### config.mk
export PLATFORM = sky130hd
export DESIGN_NAME = par_mem_2p
export DESIGN_NICKNAME = d
export VERILOG_FILES = /design/src/rtl/par_mem_2p_pkg.sv /design/src/rtl/par_mem_init_seq.sv /design/src/rtl/par_mem_2p.sv
export SDC_FILE = /design/constraint.sdc
export NUM_CORES = 1
export LEC_CHECK = 0
export ABC_CLOCK_PERIOD_IN_PS = 2970
export CORE_UTILIZATION = 50
export CTS_CLUSTER_DIAMETER = 50
export CTS_CLUSTER_SIZE = 20
export DETAILED_ROUTE_END_ITERATION = 8
export GPL_TIMING_DRIVEN = 1
export PLACE_DENSITY = 0.68
export RECOVER_POWER = 25
export SLEW_MARGIN = 30
export SYNTH_ARGS = -nofsm -noshare
export SYNTH_HDL_FRONTEND = slang
export SYNTH_SLANG_ARGS = --single-unit
### constraint.sdc
create_clock -name clk -period 2.97 [get_ports clk]
set_input_delay 0.4455 -clock clk [delete_from_list [all_inputs] [get_ports clk]]
set_output_delay 0.4455 -clock clk [all_outputs]
set_load 0.005 [all_outputs]
### src/rtl/par_mem_2p_pkg.sv
// Shared types, default sizes and the parity helper for the parity-protected
// dual-port memory (optional error injection: PAR_MEM_ERR_INJ_EN).
package par_mem_2p_pkg;

   localparam int DATA_W_DEF = 8;
   localparam int DEPTH_DEF  = 16;
   localparam int CNT_W_DEF  = 8;

   typedef enum logic {
      INIT  = 1'b0,
      READY = 1'b1
   } mem_state_e;

   // Zero-extension leaves the XOR reduction unchanged, so any width up to 64 fits.
   function automatic logic parity_f(input logic [63:0] data);
      return ^data;
   endfunction

endpackage

### src/rtl/par_mem_init_seq.sv
// Post-reset init sequencer: walks every address once, then holds READY.
// Part of par_mem_2p (optional error injection: PAR_MEM_ERR_INJ_EN).
module par_mem_init_seq
   import par_mem_2p_pkg::*;
#(
   parameter int DEPTH = DEPTH_DEF,
   localparam int ADDR_W = $clog2(DEPTH)
) (
   input  logic              clk,
   input  logic              rst,
   output logic              busy,
   output logic              init_done,
   output logic              init_we,
   output logic [ADDR_W-1:0] init_addr
);

   mem_state_e        r_state;
   logic [ADDR_W-1:0] r_init_ptr;

   // Init FSM: one location cleared per cycle, READY after the last one.
   always_ff @(posedge clk or posedge rst) begin
      if (rst) begin
         r_state    <= INIT;
         r_init_ptr <= '0;
      end else begin
         case (r_state)
            INIT: begin
               r_init_ptr <= r_init_ptr + 1'b1;
               if (r_init_ptr == ADDR_W'(DEPTH - 1)) begin
                  r_state <= READY;
               end else begin
                  r_state <= INIT;
               end
            end
            READY: begin
               r_state    <= READY;
               r_init_ptr <= r_init_ptr;
            end
            default: begin
               r_state    <= INIT;
               r_init_ptr <= '0;
            end
         endcase
      end
   end

   assign busy      = (r_state == INIT);
   assign init_done = (r_state == READY);
   assign init_we   = (r_state == INIT);
   assign init_addr = r_init_ptr;

endmodule

### src/rtl/par_mem_2p.sv
// Parity-protected simple dual-port memory with init sequencer and saturating
// parity-error counter. Define PAR_MEM_ERR_INJ_EN to add the inj_en port.
module par_mem_2p
   import par_mem_2p_pkg::*;
#(
   parameter int DATA_W = DATA_W_DEF,
   parameter int DEPTH  = DEPTH_DEF,
   parameter int CNT_W  = CNT_W_DEF,
   localparam int ADDR_W = $clog2(DEPTH)
) (
   input  logic              clk,
   input  logic              rst,
   input  logic              wr_en,
   input  logic [ADDR_W-1:0] wr_addr,
   input  logic [DATA_W-1:0] wr_data,
   input  logic              rd_en,
   input  logic [ADDR_W-1:0] rd_addr,
`ifdef PAR_MEM_ERR_INJ_EN
   input  logic              inj_en,
`endif
   output logic [DATA_W:0]   rd_data,
   output logic              rd_valid,
   output logic              par_err,
   output logic [CNT_W-1:0]  err_cnt,
   output logic              busy,
   output logic              init_done
);

   logic [DATA_W:0]   r_mem [DEPTH];
   logic [DATA_W:0]   r_rd_data;
   logic              r_rd_valid;
   logic [CNT_W-1:0]  r_err_cnt;

   logic              w_busy;
   logic              w_init_done;
   logic              w_init_we;
   logic [ADDR_W-1:0] w_init_addr;
   logic              w_wr_in_range;
   logic              w_rd_in_range;
   logic              w_wr_ok;
   logic              w_rd_ok;
   logic              w_collide;
   logic              w_inj;
   logic [DATA_W:0]   w_wr_word;
   logic              w_par_err;

   par_mem_init_seq #(.DEPTH(DEPTH)) u_init_seq (
      .clk       (clk),
      .rst       (rst),
      .busy      (w_busy),
      .init_done (w_init_done),
      .init_we   (w_init_we),
      .init_addr (w_init_addr)
   );

   // Range checks only exist when DEPTH leaves unused address codes.
   generate
      if ((2 ** ADDR_W) == DEPTH) begin : g_pow2
         assign w_wr_in_range = 1'b1;
         assign w_rd_in_range = 1'b1;
      end else begin : g_npow2
         assign w_wr_in_range = ({1'b0, wr_addr} < (ADDR_W + 1)'(DEPTH));
         assign w_rd_in_range = ({1'b0, rd_addr} < (ADDR_W + 1)'(DEPTH));
      end
   endgenerate

`ifdef PAR_MEM_ERR_INJ_EN
   assign w_inj = inj_en;
`else
   assign w_inj = 1'b0;
`endif

   assign w_wr_ok   = wr_en & ~w_busy & w_wr_in_range;
   assign w_rd_ok   = rd_en & ~w_busy;
   assign w_collide = w_wr_ok & (wr_addr == rd_addr);
   assign w_wr_word = {parity_f(64'(wr_data)) ^ w_inj, wr_data};

   // Array write port: the init sequencer owns it until READY.
   always_ff @(posedge clk) begin
      if (w_init_we) begin
         r_mem[w_init_addr] <= '0;
      end else if (w_wr_ok) begin
         r_mem[wr_addr] <= w_wr_word;
      end else begin
         r_mem[wr_addr] <= r_mem[wr_addr];
      end
   end

   // Read port, write-first on same-address collision.
   always_ff @(posedge clk or posedge rst) begin
      if (rst) begin
         r_rd_data  <= '0;
         r_rd_valid <= 1'b0;
      end else begin
         r_rd_valid <= w_rd_ok;
         if (!w_rd_ok) begin
            r_rd_data <= r_rd_data;
         end else if (w_collide) begin
            r_rd_data <= w_wr_word;
         end else if (w_rd_in_range) begin
            r_rd_data <= r_mem[rd_addr];
         end else begin
            r_rd_data <= '0;
         end
      end
   end

   assign w_par_err = r_rd_valid & (r_rd_data[DATA_W] != parity_f(64'(r_rd_data[DATA_W-1:0])));

   // Saturating parity-error counter.
   always_ff @(posedge clk or posedge rst) begin
      if (rst) begin
         r_err_cnt <= '0;
      end else if (w_par_err && (r_err_cnt != {CNT_W{1'b1}})) begin
         r_err_cnt <= r_err_cnt + 1'b1;
      end else begin
         r_err_cnt <= r_err_cnt;
      end
   end

   assign rd_data   = r_rd_data;
   assign rd_valid  = r_rd_valid;
   assign par_err   = w_par_err;
   assign err_cnt   = r_err_cnt;
   assign busy      = w_busy;
   assign init_done = w_init_done;

endmodule

Yosys cells after proc, flatten, opt, wreduce, memory -nomap -nowiden
Memory sizes are Yosys's and may differ from the RTL's. A register that Yosys moved wholly into a read port is not among the register bits.
Index checks and enable logic that the tools add are counted.
- eq/ne operators: 4
- $add $sub $neg: 2
- bitwise operators: 5
- reductions and logical operators: 5
- mux-type cells: 14
- operators by type and width (cell ; count):
    64-bit XOR reduction ; 2
    9-bit two-way mux ; 2
    1-bit two-way mux ; 9
    9-bit OR reduction ; 1
    8-bit by 1-bit adder with 8-bit output (second input constant) ; 1
    4-bit two-way mux ; 2
    8-bit != test (second input constant) ; 1
    4-bit by 1-bit adder with 4-bit output (second input constant) ; 1
    4-bit equality test (second input constant) ; 1
    1-bit bitwise AND ; 3
    1-bit one-hot mux with 2 select lines ; 1
    2-bit AND reduction ; 1
    1-bit logical AND ; 1
    0-bit != test ; 1
    1-bit != test ; 1
    1-bit inverter ; 1
    1-bit OR ; 1
- memory bits (writable): 144
- memories: 1
- bits of input ports: 20
- bits in registers: 14
- output and inout bits: 21
- logic and storage cells: 35
- memory list (name ; depth ; bits a word ; read ports ; clocked after memory_dff ; write ports ; line ; RTL):
    r_mem ; 16 ; 9 ; 1 ; 1 ; 1 ; par_mem_2p.sv:29 ; logic [DATA_W:0] r_mem [DEPTH];

Depth between registers and ports, before layout
Gate-level depths: netlist (run 1).
- word-level depth: 8
- gate-level depth with buffers: 9
- mapped depth without buffers: 6

By module
Synthesis (run 1) repeated with hierarchy kept, for this count alone.
- cells, all modules: 373
- area total of the unflattened synthesis: 6999.2 um^2
- by module, submodules not included (module ; sequential area each (um^2) ; cells each ; times used ; area an instance (um^2)):
    par_mem_2p ; 4774.6 ; 356 ; 1 ; 6770.2
    par_mem_init_seq ; 125.1 ; 17 ; 1 ; 229.0

Worst setup path before layout (run 1)
OpenSTA, ideal clock, no wires.
- path kind: register to register
- start: reg u_init_seq.r_state (netlist: u_init_seq.init_done)
- end: mem r_mem[13][0] (netlist bit) (enable)
- cell stages (with the launch flop): 7
- arrival: 1.746 ns
- clock period less this slack: 2.120 ns
- slack: 0.850 ns
- required time: 2.596 ns
- setup time: 0.374 ns
- buffers on the path: 2
- path through: dfrtp_1 buf_4 clkbuf_1 clkinv_1 nor3_1 a31oi_1 nor2_1
- longest elaborated chain between the ends: 8
- elaborated cells between the ends (all ways): 13
- classes of those cells: 9 x mux; 2 x bitwise; 2 x reduce/logical
- ends and longest elaborated chain (what ; line ; RTL):
    from (decl) ; par_mem_init_seq.sv:17 ; mem_state_e r_state;
    from (signal assigned) ; par_mem_init_seq.sv:23 ; r_state <= INIT;
    from (signal assigned) ; par_mem_init_seq.sv:30 ; r_state <= READY;
    from (signal assigned) ; par_mem_init_seq.sv:32 ; r_state <= INIT;
    1-bit bitwise AND ; par_mem_2p.sv:73 ; assign w_wr_ok = wr_en & ~w_busy & w_wr_in_range;
    1-bit two-way mux ; par_mem_2p.sv:82 ; end else if (w_wr_ok) begin
    1-bit two-way mux ; par_mem_2p.sv:80 ; if (w_init_we) begin
    1-bit two-way mux (implied by the code) ; par_mem_2p.sv:85 ; r_mem[wr_addr] <= r_mem[wr_addr];
    2-bit AND reduction (no source line) ; n/a ;
    1-bit OR (no source line) ; n/a ;
    9-bit OR reduction (no source line) ; n/a ;
    4-bit two-way mux (no source line) / 1-bit two-way mux (equally long branches) ; n/a ;
    to (decl) ; par_mem_2p.sv:29 ;
Several ways; a longest one is shown, not always the timed one.

Worst setup path after layout (run 1)
- start: reg r_rd_data[1] (netlist: rd_data[1]), read port of r_mem
- end: out par_err
- longest elaborated chain between the ends: 3
- ends and longest elaborated chain (what ; line ; RTL):
    from (decl) ; par_mem_2p.sv:30 ; logic [DATA_W:0] r_rd_data;
    64-bit XOR reduction ; par_mem_2p_pkg.sv:16 ; return ^data;
    1-bit != test ; par_mem_2p.sv:108 ; assign w_par_err = r_rd_valid & (r_rd_data[DATA_W] != parity_f(64'(r_rd_data[DATA_W-1:0])));
    1-bit bitwise AND ; par_mem_2p.sv:108 ;
    to (decl) ; par_mem_2p.sv:23 ; output logic par_err,
No other way between the ends.

==> results of run 1 <==
==> routing by layer <==
layer	vias up	share of wire (%)	track usage (%)
met5	-	0	0
met4	0	1.6	7.64
met3	24	5.6	4.25
met2	129	50	35.2
met1	2007	43	30.3
li1	1760	-	-
==> report_power, final <==
group / total (mW) / switching (mW) / internal (mW) / leakage, nW
combinational: 0.602 / 0.284 / 0.318 / 1.05
clock: 1.97 / 0.901 / 1.07 / 0.260
sequential: 2.69 / 0.0645 / 2.63 / 1.77
total: 5.26 / 1.25 / 4.01 / 3.08
==> Yosys cell counts (all sizes together) (4+ instances only) <==
library cell  count
mux2i            17
inv               6
edfxtp          144
o22ai             5
nand3             7
buf              16
mux4             28
o2111ai           5
a31oi             5
xnor2            17
nor3              4
nor2             27
dfrtp            23
o21ai             5
and3             14
a21oi             8
o31ai             4
nand4             4
nand2            20
mux2             22
xor2              7
clkbuf            5
nand2b            5
==> logic make-up (layout without fill, tap and decap cells) <==
| logic type | Yosys count | in the layout | share of synthesized area (%) |
|---|---|---|---|
| flops | 167 | 167 | 69.4 |
| simple gates | 88 | 88 | 6.04 |
| mux | 67 | 67 | 15.0 |
| compound gates | 39 | 39 | 3.70 |
| buf+inv | 28 | 107 | 2.23 |
| xor+xnor | 25 | 25 | 3.30 |
| fa+ha+maj | 2 | 2 | 0.354 |
==> worst max path at each step <==
| stage | start | endpoint | slack [ns] | cells past startpoint |
|---|---|---|---|---|
| after floorplan | u_init_seq.init_done | r_mem[13][0] | 0.85 | 6 |
| after global placement | rd_addr[1] | rd_data[6] | 0.18 | 6 |
| after detailed placement | wr_en | r_mem[15][2] | 0.12 | 5 |
| after CTS | rd_data[1] | par_err | 0.11 | 5 |
| after global routing | rd_data[1] | par_err | 0.03 | 5 |
| final | rd_data[1] | par_err | 0.15 | 5 |
==> critical path, stage by stage (launching register included) <==
cell             delay (ns)
dfrtp_1                0.43
xnor2_1                0.18
xnor3_1                0.42
xnor2_1                0.18
and2_1                 0.22
clkdlybuf4s50_1        0.52
==> placed cells by master (no fill, tap or decap), types with 6 or more instances in the layout <==
| master | Yosys | final |
|---|---|---|
| dfrtp_1 | 23 | 23 |
| clkdlybuf4s50_1 | 0 | 36 |
| and3_1 | 14 | 14 |
| inv_1 | 5 | 6 |
| nand3_1 | 7 | 7 |
| buf_4 | 1 | 21 |
| xor2_1 | 7 | 7 |
| mux4_2 | 28 | 28 |
| clkbuf_16 | 0 | 17 |
| xnor2_1 | 17 | 17 |
| nor2_1 | 27 | 25 |
| mux2i_1 | 17 | 17 |
| mux2_2 | 16 | 16 |
| inv_6 | 0 | 6 |
| a21oi_1 | 8 | 8 |
| edfxtp_1 | 144 | 144 |
| nand2_1 | 20 | 20 |
==> layout make-up <==
class	instances	area, µm²	share of cell area, %
repair buffers	68	607	7.32
clock buffers	17	425	5.13
multi-input cells	221	2010	24.2
clock inverters	15	100	1.21
well taps	180	225	2.72
flip-flops and latches	167	4900	59.1
inverters	7	26.3	0.317
==> state kept, by name, indices dropped and copies added (netlist names) <==
signal                count
u_init_seq.init_done      1
rd_data                   9
err_cnt                   8
u_init_seq.init_addr      4
r_mem                   144
rd_valid                  1
==> summary.md, run 1 <==
| Metric | Value |
|---|---|
| Max_cap viols | 0 |
| Slew Viols, Final | 0 |
| Site Rows | 43 |
| Core area | 0.0138 mm² |
| Design area | 0.00829 mm² |
| Hold_buf cts | 0 |
| Cells on worst reg2reg path | 7 |
| Die ar. | 0.0146 mm² |
| Worst slew pin tran | 0.969 ns |
| Setup Fix Bufs, Post-CTS | 0 |
| Share of cells above drive strength 1 | 21.2% |
| CP Launch Type | register |
| CTS tree | done |
| Maximum root-to-sink buffer count | 2 |
| CTS Sinks | 167 |
| RSZ-0062 raised after global routing | false |
| Wirelength per Cell | 22.1 µm |
| Worst-path fanout max | 4 |
| GRT Util Overall | 22.0% |
| Die Ht | 121 µm |
| Mapped Area | 0.00706 mm² |
| Reg-to-reg critical path startpoint | u_init_seq.init_done |
| EDFF count, synth | 144 |
| Post-DP HPWL | 10.1 mm |
| Final Net Count | 504 |
| Final Non-Filler Cells | 675 |
| Fin crit share | 95.0% |
| Vias | 3920 |
| Yosys top cell by area | edfxtp_1 |
| Sequential area share after synthesis | 69.4% |
| Final Hold Viols | 0 |
| Area growth syn-to-layout | 17.4% |
| Root Driver | clkbuf_16 |
| Max VDD drop | 0.000408 V |
| Share of the synthesized area in the top cell type | 61.3% |
| Ys flop type | edfxtp_1 |
| Number of synthesized register bits | 167 |
| Total negative slack | 0 ns |
| DR DRC count | 0 |
| Final Core Density | 60.0% |
| Resized Gates After CTS | 0 |
| Pre-CTS WS | 0.115 ns |
| Pwr Density | 635 mW/mm² |
| Setup ws final | 0.148 ns |
| Io pins | 41 |
| Reg2reg setup slack | 0.28 ns |
| Crit end category | output pin |
| GRT overflow | 0 |
| Synth cell types | 42 |
| Fillers | 1000 |
| Syn Area/Cell | 17.0 µm² |
| Num CTS Buffers | 17 |
| Worst Hold End | err_cnt[4] |
| Initial Util | 51.1% |
| Rel. slew slack | 35.2% |
| Critical path required time | 2.52 ns |
| Async S/R FF share, synth | 13.8% |
| Port Buffer Count | 40 |
| Clock Latency Late Sink | 0.43 ns |
| Hold slack | 0.487 ns |
| Total power | 5.26 mW |
| Skew final | 0.00639 ns |
| First-pass GRT wire length | 22.6 mm |
| Crit path time final | 2.82 ns |
| WS Path Type | register to output pin |
| GPL Wtd Cong | 0.899 |
| Area contributors post-synth | edfxtp_1 (61%), mux4_2 (8.9%), dfrtp_1 (8.2%), mux2_2 (2.6%), mux2i_1 (2.4%) |
| Pleak | 3.08 nW |
| Synth Warn # | 0 |
| Pre-Repair DR Iteration Count | 5 |
| Status | complete, no violations |
| Fmax | 354 MHz |
| Reg-to-reg endpoint | rd_data[4] |
| Number of DRC markers in iteration 0 | 435 |
| Post-Syn Nets | 438 |
| Mapped Cells | 416 |
| Placement Cell Area | 0.00778 mm² |
| H-tree depth | 4 |
| Die W | 121 µm |
| Arrival @ worst endpoint | 2.38 ns |
| Vias in the first global route | 3742 |
| Largest net degree at the start of global routing | 24 |
| # diodes | 0 |
| Final antenna-violating net count | 0 |
| Hold path startpoint | err_cnt[4] |
| Routed WL | 14.9 mm |
| Antenna violations before repair | 0 |
| Via density | 5.81 |
| Dpl cells | 643 |
| WHS Path Cells | 1 |
| CTS clk-pin slew, worst paths | 0.06 ns |
| Hold Path Class | register to register |
| Total setup violations reported at the end of the flow | 0 |
No activity file was read; power rests on OpenSTA's default activity.
==> run 2: changes to the inputs <==
==> constraint.sdc (replaced) <==
create_clock -name clk -period 2.97 [get_ports clk]
set_input_delay 0.4455 -clock clk [delete_from_list [all_inputs] [get_ports clk]]
set_output_delay 0.4455 -clock clk [all_outputs]
set_load 0.05 [all_outputs]
==> run 2 against run 1 <==
  * Highest routed layer unchanged
  * Sequential power about the same
  * Clock power increased by 3%
  * Via count increased by 0.43%
  * Combinational power increased by 33%
  * Global-route usage increased by 0.16 points
  * Die area unchanged
  * Non-clock buffer count decreased by 2
  * Cell area about the same
==> summary.md, run 2 (synthesized netlist as in run 1, its figures left out) <==
| Metric | Value |
|---|---|
| Status | complete, no violations |
| Io pins | 41 (unchanged) |
| Area growth syn-to-layout | 17.3% (about the same) |
| Port Buffer Count | 40 (unchanged) |
| CP Launch Type | register |
| Antenna violations before repair | 0 (unchanged) |
| Placement Cell Area | 0.00776 mm² (-0.23%) |
| Share of cells above drive strength 1 | 20.5% (-0.73 points) |
| Cells on worst reg2reg path | 7 (unchanged) |
| Clock Latency Late Sink | 0.42 ns (about the same) |
| Crit path time final | 2.61 ns (-0.208 ns) |
| Reg2reg setup slack | 0.36 ns (+0.08 ns) |
| Setup Fix Bufs, Post-CTS | 0 (unchanged) |
| RSZ-0062 raised after global routing | false |
| Fmax | 383 MHz (+7.9%) |
| Design area | 0.00828 mm² (about the same) |
| Die Ht | 121 µm (unchanged) |
| Hold_buf cts | 0 (unchanged) |
| Site Rows | 43 (unchanged) |
| Most frequent cells in the layout | edfxtp_1 (144), clkdlybuf4s50_1 (35), mux4_2 (28) |
| Total setup violations reported at the end of the flow | 0 (unchanged) |
| H-tree depth | 4 (unchanged) |
| Core area | 0.0138 mm² (unchanged) |
| Worst Hold End | err_cnt[4] |
| Worst slew pin tran | 0.976 ns (+0.00779 ns) |
| Reg-to-reg critical path startpoint | u_init_seq.init_done |
| Num CTS Buffers | 17 (unchanged) |
| Initial Util | 51.1% (unchanged) |
| WHS Path Cells | 1 (unchanged) |
| First-pass GRT wire length | 22.7 mm (+0.46%) |
| Largest net degree at the start of global routing | 24 (unchanged) |
| Pleak | 3.06 nW (-0.45%) |
| GRT Util Overall | 22.2% (+0.16 points) |
| Total negative slack | 0 ns (unchanged) |
| DR DRC count | 0 (unchanged) |
| CTS clk-pin slew, worst paths | 0.06 ns (about the same) |
| Root Driver | clkbuf_16 |
| Crit end category | register |
| Die ar. | 0.0146 mm² (unchanged) |
| Number of DRC markers in iteration 0 | 363 (-17%) |
| Routed WL | 14.9 mm (+0.23%) |
| Slew Viols, Final | 0 (unchanged) |
| Hold Path Class | register to register |
| GRT overflow | 0 (unchanged) |
| Via density | 5.85 (+0.73%) |
| Final antenna-violating net count | 0 (unchanged) |
| Largest Register | r_mem |
| Fin crit share | 88.0% (-7.0 points) |
| Pre-CTS WS | 0.128 ns (+0.0129 ns) |
| Skew final | 0.00479 ns (-0.00160 ns) |
| Reg-to-reg endpoint | rd_data[4] |
| Worst-path fanout max | 13 (+9) |
| # diodes | 0 (unchanged) |
| Final Net Count | 502 (-0.40%) |
| Maximum root-to-sink buffer count | 2 (unchanged) |
| Setup ws final | 0.356 ns (+0.208 ns) |
| Vias in the first global route | 3892 (+4.0%) |
| Max_cap viols | 0 (unchanged) |
| Wirelength per Cell | 22.2 µm (+0.53%) |
| Pre-Repair DR Iteration Count | 6 (+1) |
| Vias | 3937 (+0.43%) |
| Critical path required time | 3.27 ns (+0.75 ns) |
| Commonest non-fill, non-tap cell in the layout | edfxtp_1 |
| Arrival @ worst endpoint | 2.92 ns (+0.54 ns) |
| Rel. slew slack | 34.9% (-0.28 points) |
| Max FFs per register | 144 (unchanged) |
| Final Hold Viols | 0 (unchanged) |
| Hold path startpoint | err_cnt[4] |
| Die W | 121 µm (unchanged) |
| CTS tree | done |
| WS Path Type | register to register |
| Pwr Density | 665 mW/mm² (+4.8%) |
| Post-DP HPWL | 10.1 mm (+0.57%) |
| CTS Sinks | 167 (unchanged) |
| GPL Wtd Cong | 0.865 (-3.8%) |
| Max VDD drop | 0.000430 V (+5.3%) |
| Resized Gates After CTS | 0 (unchanged) |
run 2: how the worst max path moves through the flow:
stage | start | end
6_report | u_init_seq.init_done | rd_data[4]
4_1_cts | rd_data[1] | par_err
2_1_floorplan | u_init_seq.init_done | r_mem[13][0]
5_1_grt | u_init_seq.init_done | rd_data[4]
3_5_place_dp | wr_en | r_mem[3][6]
3_3_place_gp | rd_addr[1] | rd_data[6]
run 2: critical path: stages, from the launching register on:
cell and delay, ns:
dfrtp_1 0.56, clkbuf_1 0.33, and2_4 0.25, mux2i_1 0.22
xor2_1 0.16, and4_4 0.35, mux2_1 0.35, mux2_2 0.27
run 2: power breakdown:
group,internal [mW],leakage (nW),switching (mW)
sequential,2.63,1.77,0.0620
clock,1.14,0.254,0.878
combinational,0.314,1.04,0.485
run 2: stage by stage:
stage	utilization (%)	std cells	power (mW)	hold slack, ns
CTS	60.0	673	5.54	0.506
detailed placement	56.1	641	3.55	0.498
finish	59.9	673	5.51	0.501
floorplan	-	416	3.28	0.447
global route	59.9	673	5.68	0.533
global placement	56.1	641	3.53	0.477
run 2: final cells by class:
cell class | count | area (µm²)
Inverter | 7 | 26.3
Fill cell | 999 | 5540
Clock inverter | 13 | 105
Timing Repair Buffer | 66 | 589
Tap cell | 180 | 225
Multi-Input combinational cell | 221 | 2000
Clock buffer | 19 | 433
Sequential cell | 167 | 4900
run 2: layer usage:
layer	wire [µm]	share of wire (%)	up-vias	global-route usage [%]
li1	-	-	1763	-
met1	6510	44	1986	31.4
met2	7200	48	150	33.1
met3	813	5.4	38	4.58
met4	402	2.7	0	10.2
met5	0	0	-	0
==> run 3: changes to the inputs <==
Settings changed: CAP_MARGIN from default to 20, PLACE_DENSITY 0.68 to 0.69.
==> run 3 against run 2 <==
  * Sequential share of layout area shrank 0.67 points
  * Sequential power is essentially flat
  * Sequential cell count is the same
  * Clock skew grew 0.0035 ns
  * Hold slack lost 0.0088 ns
  * First-iteration DRC count grew 49%
  * Wire length grew 3.3%
  * Non-clock buffer count is the same
  * Cell area grew 1.1%
==> summary.md, run 3 (synthesized netlist as in run 1, its figures left out) <==
| Metric | Value |
|---|---|
| Maximum root-to-sink buffer count | 2 (unchanged) |
| Skew final | 0.00832 ns (+0.00353 ns) |
| Fin crit share | 87.3% (-0.67 points) |
| Arrival @ worst endpoint | 2.15 ns (-0.77 ns) |
| Crit end category | output pin |
| Io pins | 41 (unchanged) |
| Resized Gates After CTS | 0 (unchanged) |
| Slowest stage delay, CP | 0.43 ns (-0.13 ns) |
| Wirelength per Cell | 22.9 µm (+3.3%) |
| Final Net Count | 502 (unchanged) |
| First-pass GRT wire length | 23.3 mm (+2.9%) |
| Placement Cell Area | 0.00776 mm² (unchanged) |
| Hold path startpoint | err_cnt[4] |
| Routed WL | 15.4 mm (+3.3%) |
| Root Driver | clkbuf_16 |
| Reg2reg setup slack | 0.65 ns (+0.29 ns) |
| WS Path Type | register to output pin |
| Max_cap viols | 0 (unchanged) |
| Most frequent cells in the layout | edfxtp_1 (144), clkdlybuf4s50_1 (36), mux4_2 (28) |
| Design area | 0.00838 mm² (+1.1%) |
| Largest net degree at the start of global routing | 25 (+4.2%) |
| Max FFs per register | 144 (unchanged) |
| CTS tree | done |
| Met3 GRT Util | 5.19% (+0.61 points) |
| Crit path time final | 2.59 ns (-0.0200 ns) |
| Final Core Density | 60.6% (+0.69 points) |
| Reg-to-reg endpoint | r_mem[6][4] |
| Worst-path fanout max | 4 (-9) |
| Die Ht | 121 µm (unchanged) |
| Crit-path cells | xnor2_1 -> xnor3_1 -> xnor2_1 -> and2_1 -> buf_4 |
| Fillers | 982 (-1.7%) |
| Cells on worst reg2reg path | 4 (-3) |
| WHS Path Cells | 1 (unchanged) |
| H-tree depth | 4 (unchanged) |
| Worst slew pin tran | 1.04 ns (+0.0635 ns) |
| RSZ-0062 raised after global routing | false |
| Storage element area | 0.00490 mm² (unchanged) |
| Pre-Repair DR Iteration Count | 5 (-1) |
| Die W | 121 µm (unchanged) |
| Antenna violations before repair | 0 (unchanged) |
| Hold_buf cts | 0 (unchanged) |
| CP Launch Type | register |
| Rel. slew slack | 30.6% (-4.3 points) |
| GRT Util Overall | 22.9% (+0.71 points) |
| CTS Sinks | 167 (unchanged) |
| Num CTS Buffers | 17 (unchanged) |
| Buf/Inv on CP | 1 (unchanged) |
| Site Rows | 43 (unchanged) |
| Commonest non-fill, non-tap cell in the layout | edfxtp_1 |
| Initial Util | 51.1% (unchanged) |
| CP top delay family | XOR/XNOR gates |
| Total negative slack | 0 ns (unchanged) |
| CP Depth | 5 (-2) |
| Final Hold Viols | 0 (unchanged) |
| Post-DP HPWL | 10.3 mm (+1.9%) |
| DR DRC count | 0 (unchanged) |
| Area of the multi-input gates | 0.00200 mm² (unchanged) |
| Pwr Density | 698 mW/mm² (+4.9%) |
| Slew Viols, Final | 0 (unchanged) |
| Final antenna-violating net count | 0 (unchanged) |
| Max VDD drop | 0.000452 V (+5.1%) |
| Total setup violations reported at the end of the flow | 0 (unchanged) |
| GPL Wtd Cong | 0.908 (+4.9%) |
| Number of DRC markers in iteration 0 | 541 (+49%) |
| Slowest cell on crit path | dfrtp_1 |
| Setup Fix Bufs, Post-CTS | 0 (unchanged) |
| Clock Latency Late Sink | 0.43 ns (about the same) |
| Fmax | 385 MHz (+0.77%) |
| CTS clk-pin slew, worst paths | 0.07 ns (about the same) |
| Port Buffer Count | 40 (unchanged) |
| Most Crowded Layer GR | met2 |
| Critical path required time | 2.52 ns (-0.75 ns) |
| Reg-to-reg critical path startpoint | u_init_seq.init_done |
| GRT overflow | 0 (unchanged) |
| Via density | 5.88 (+0.53%) |
| Status | complete, no violations |
| Worst Hold End | err_cnt[4] |
| Share of cells above drive strength 1 | 21.3% (+0.81 points) |
| Hold Path Class | register to register |
| Die ar. | 0.0146 mm² (unchanged) |
| Met2 Use GR | 35.2% (+2.1 points) |
| Pleak | 3.11 nW (+1.7%) |
| Most common cell on crit path | xnor2_1 |
| Vias | 3958 (+0.53%) |
| Core area | 0.0138 mm² (unchanged) |
| Area growth syn-to-layout | 18.7% |
| Met1 Resource Use GR | 31.6% (+0.14 points) |
| # diodes | 0 (unchanged) |
| Vias in the first global route | 3970 (+2.0%) |
| Largest Register | r_mem |
[run 3: cell count changes in the layout (fill, tap and decap cells not counted)]
cell | previous run | this run
inv_8 | 0 | 2
bufinv_16 | 1 | 3
dlygate4sd3_1 | 2 | 1
clkbuf_8 | 0 | 2
clkinv_1 | 3 | 1
clkinv_2 | 4 | 0
clkinv_4 | 0 | 1
clkinvlp_4 | 4 | 2
clkdlybuf4s50_1 | 35 | 36
inv_6 | 2 | 5
clkbuf_1 | 7 | 5
[run 3: per-stage QoR]
stage | setup WS, ns | hold WS [ns] | std cells | power, mW
3_3_place_gp | 0.308 | 0.473 | 641 | 3.54
2_1_floorplan | 0.133 | 0.447 | 416 | 3.28
4_1_cts | 0.332 | 0.496 | 673 | 5.88
3_5_place_dp | 0.276 | 0.484 | 641 | 3.56
6_report | 0.376 | 0.492 | 673 | 5.85
5_1_grt | 0.254 | 0.509 | 673 | 6.01
[run 3: area by class of cell]
cell class | count | share of cell area, %
Clock buffer | 19 | 5.41
Clock inverter | 13 | 2.15
Inverter | 7 | 0.314
Multi-Input combinational cell | 221 | 23.9
Sequential cell | 167 | 58.5
Tap cell | 180 | 2.69
Timing Repair Buffer | 66 | 7.03
[run 3: per-layer routing]
metal	vias to the layer above	routed length, µm
li1	1759	-
met1	2043	6730
met2	127	7470
met3	29	847
met4	0	373
met5	-	0
[run 3: where the power goes]
group	switching, mW	leakage [nW]	internal (mW)
logic	0.497	1.04	0.314
clock network	0.953	0.305	1.39
registers	0.0638	1.77	2.63
total	1.51	3.11	4.33
[run 3: how the worst max path moves through the flow]
| stage | startpoint | endpoint | slack, ns |
|---|---|---|---|
| after floorplan | u_init_seq.init_done | r_mem[13][0] | 0.13 |
| after global placement | rd_addr[1] | rd_data[4] | 0.31 |
| after detailed placement | rd_addr[1] | rd_data[4] | 0.28 |
| after CTS | rd_data[6] | par_err | 0.33 |
| after global routing | rd_data[6] | par_err | 0.25 |
| final | rd_data[1] | par_err | 0.38 |
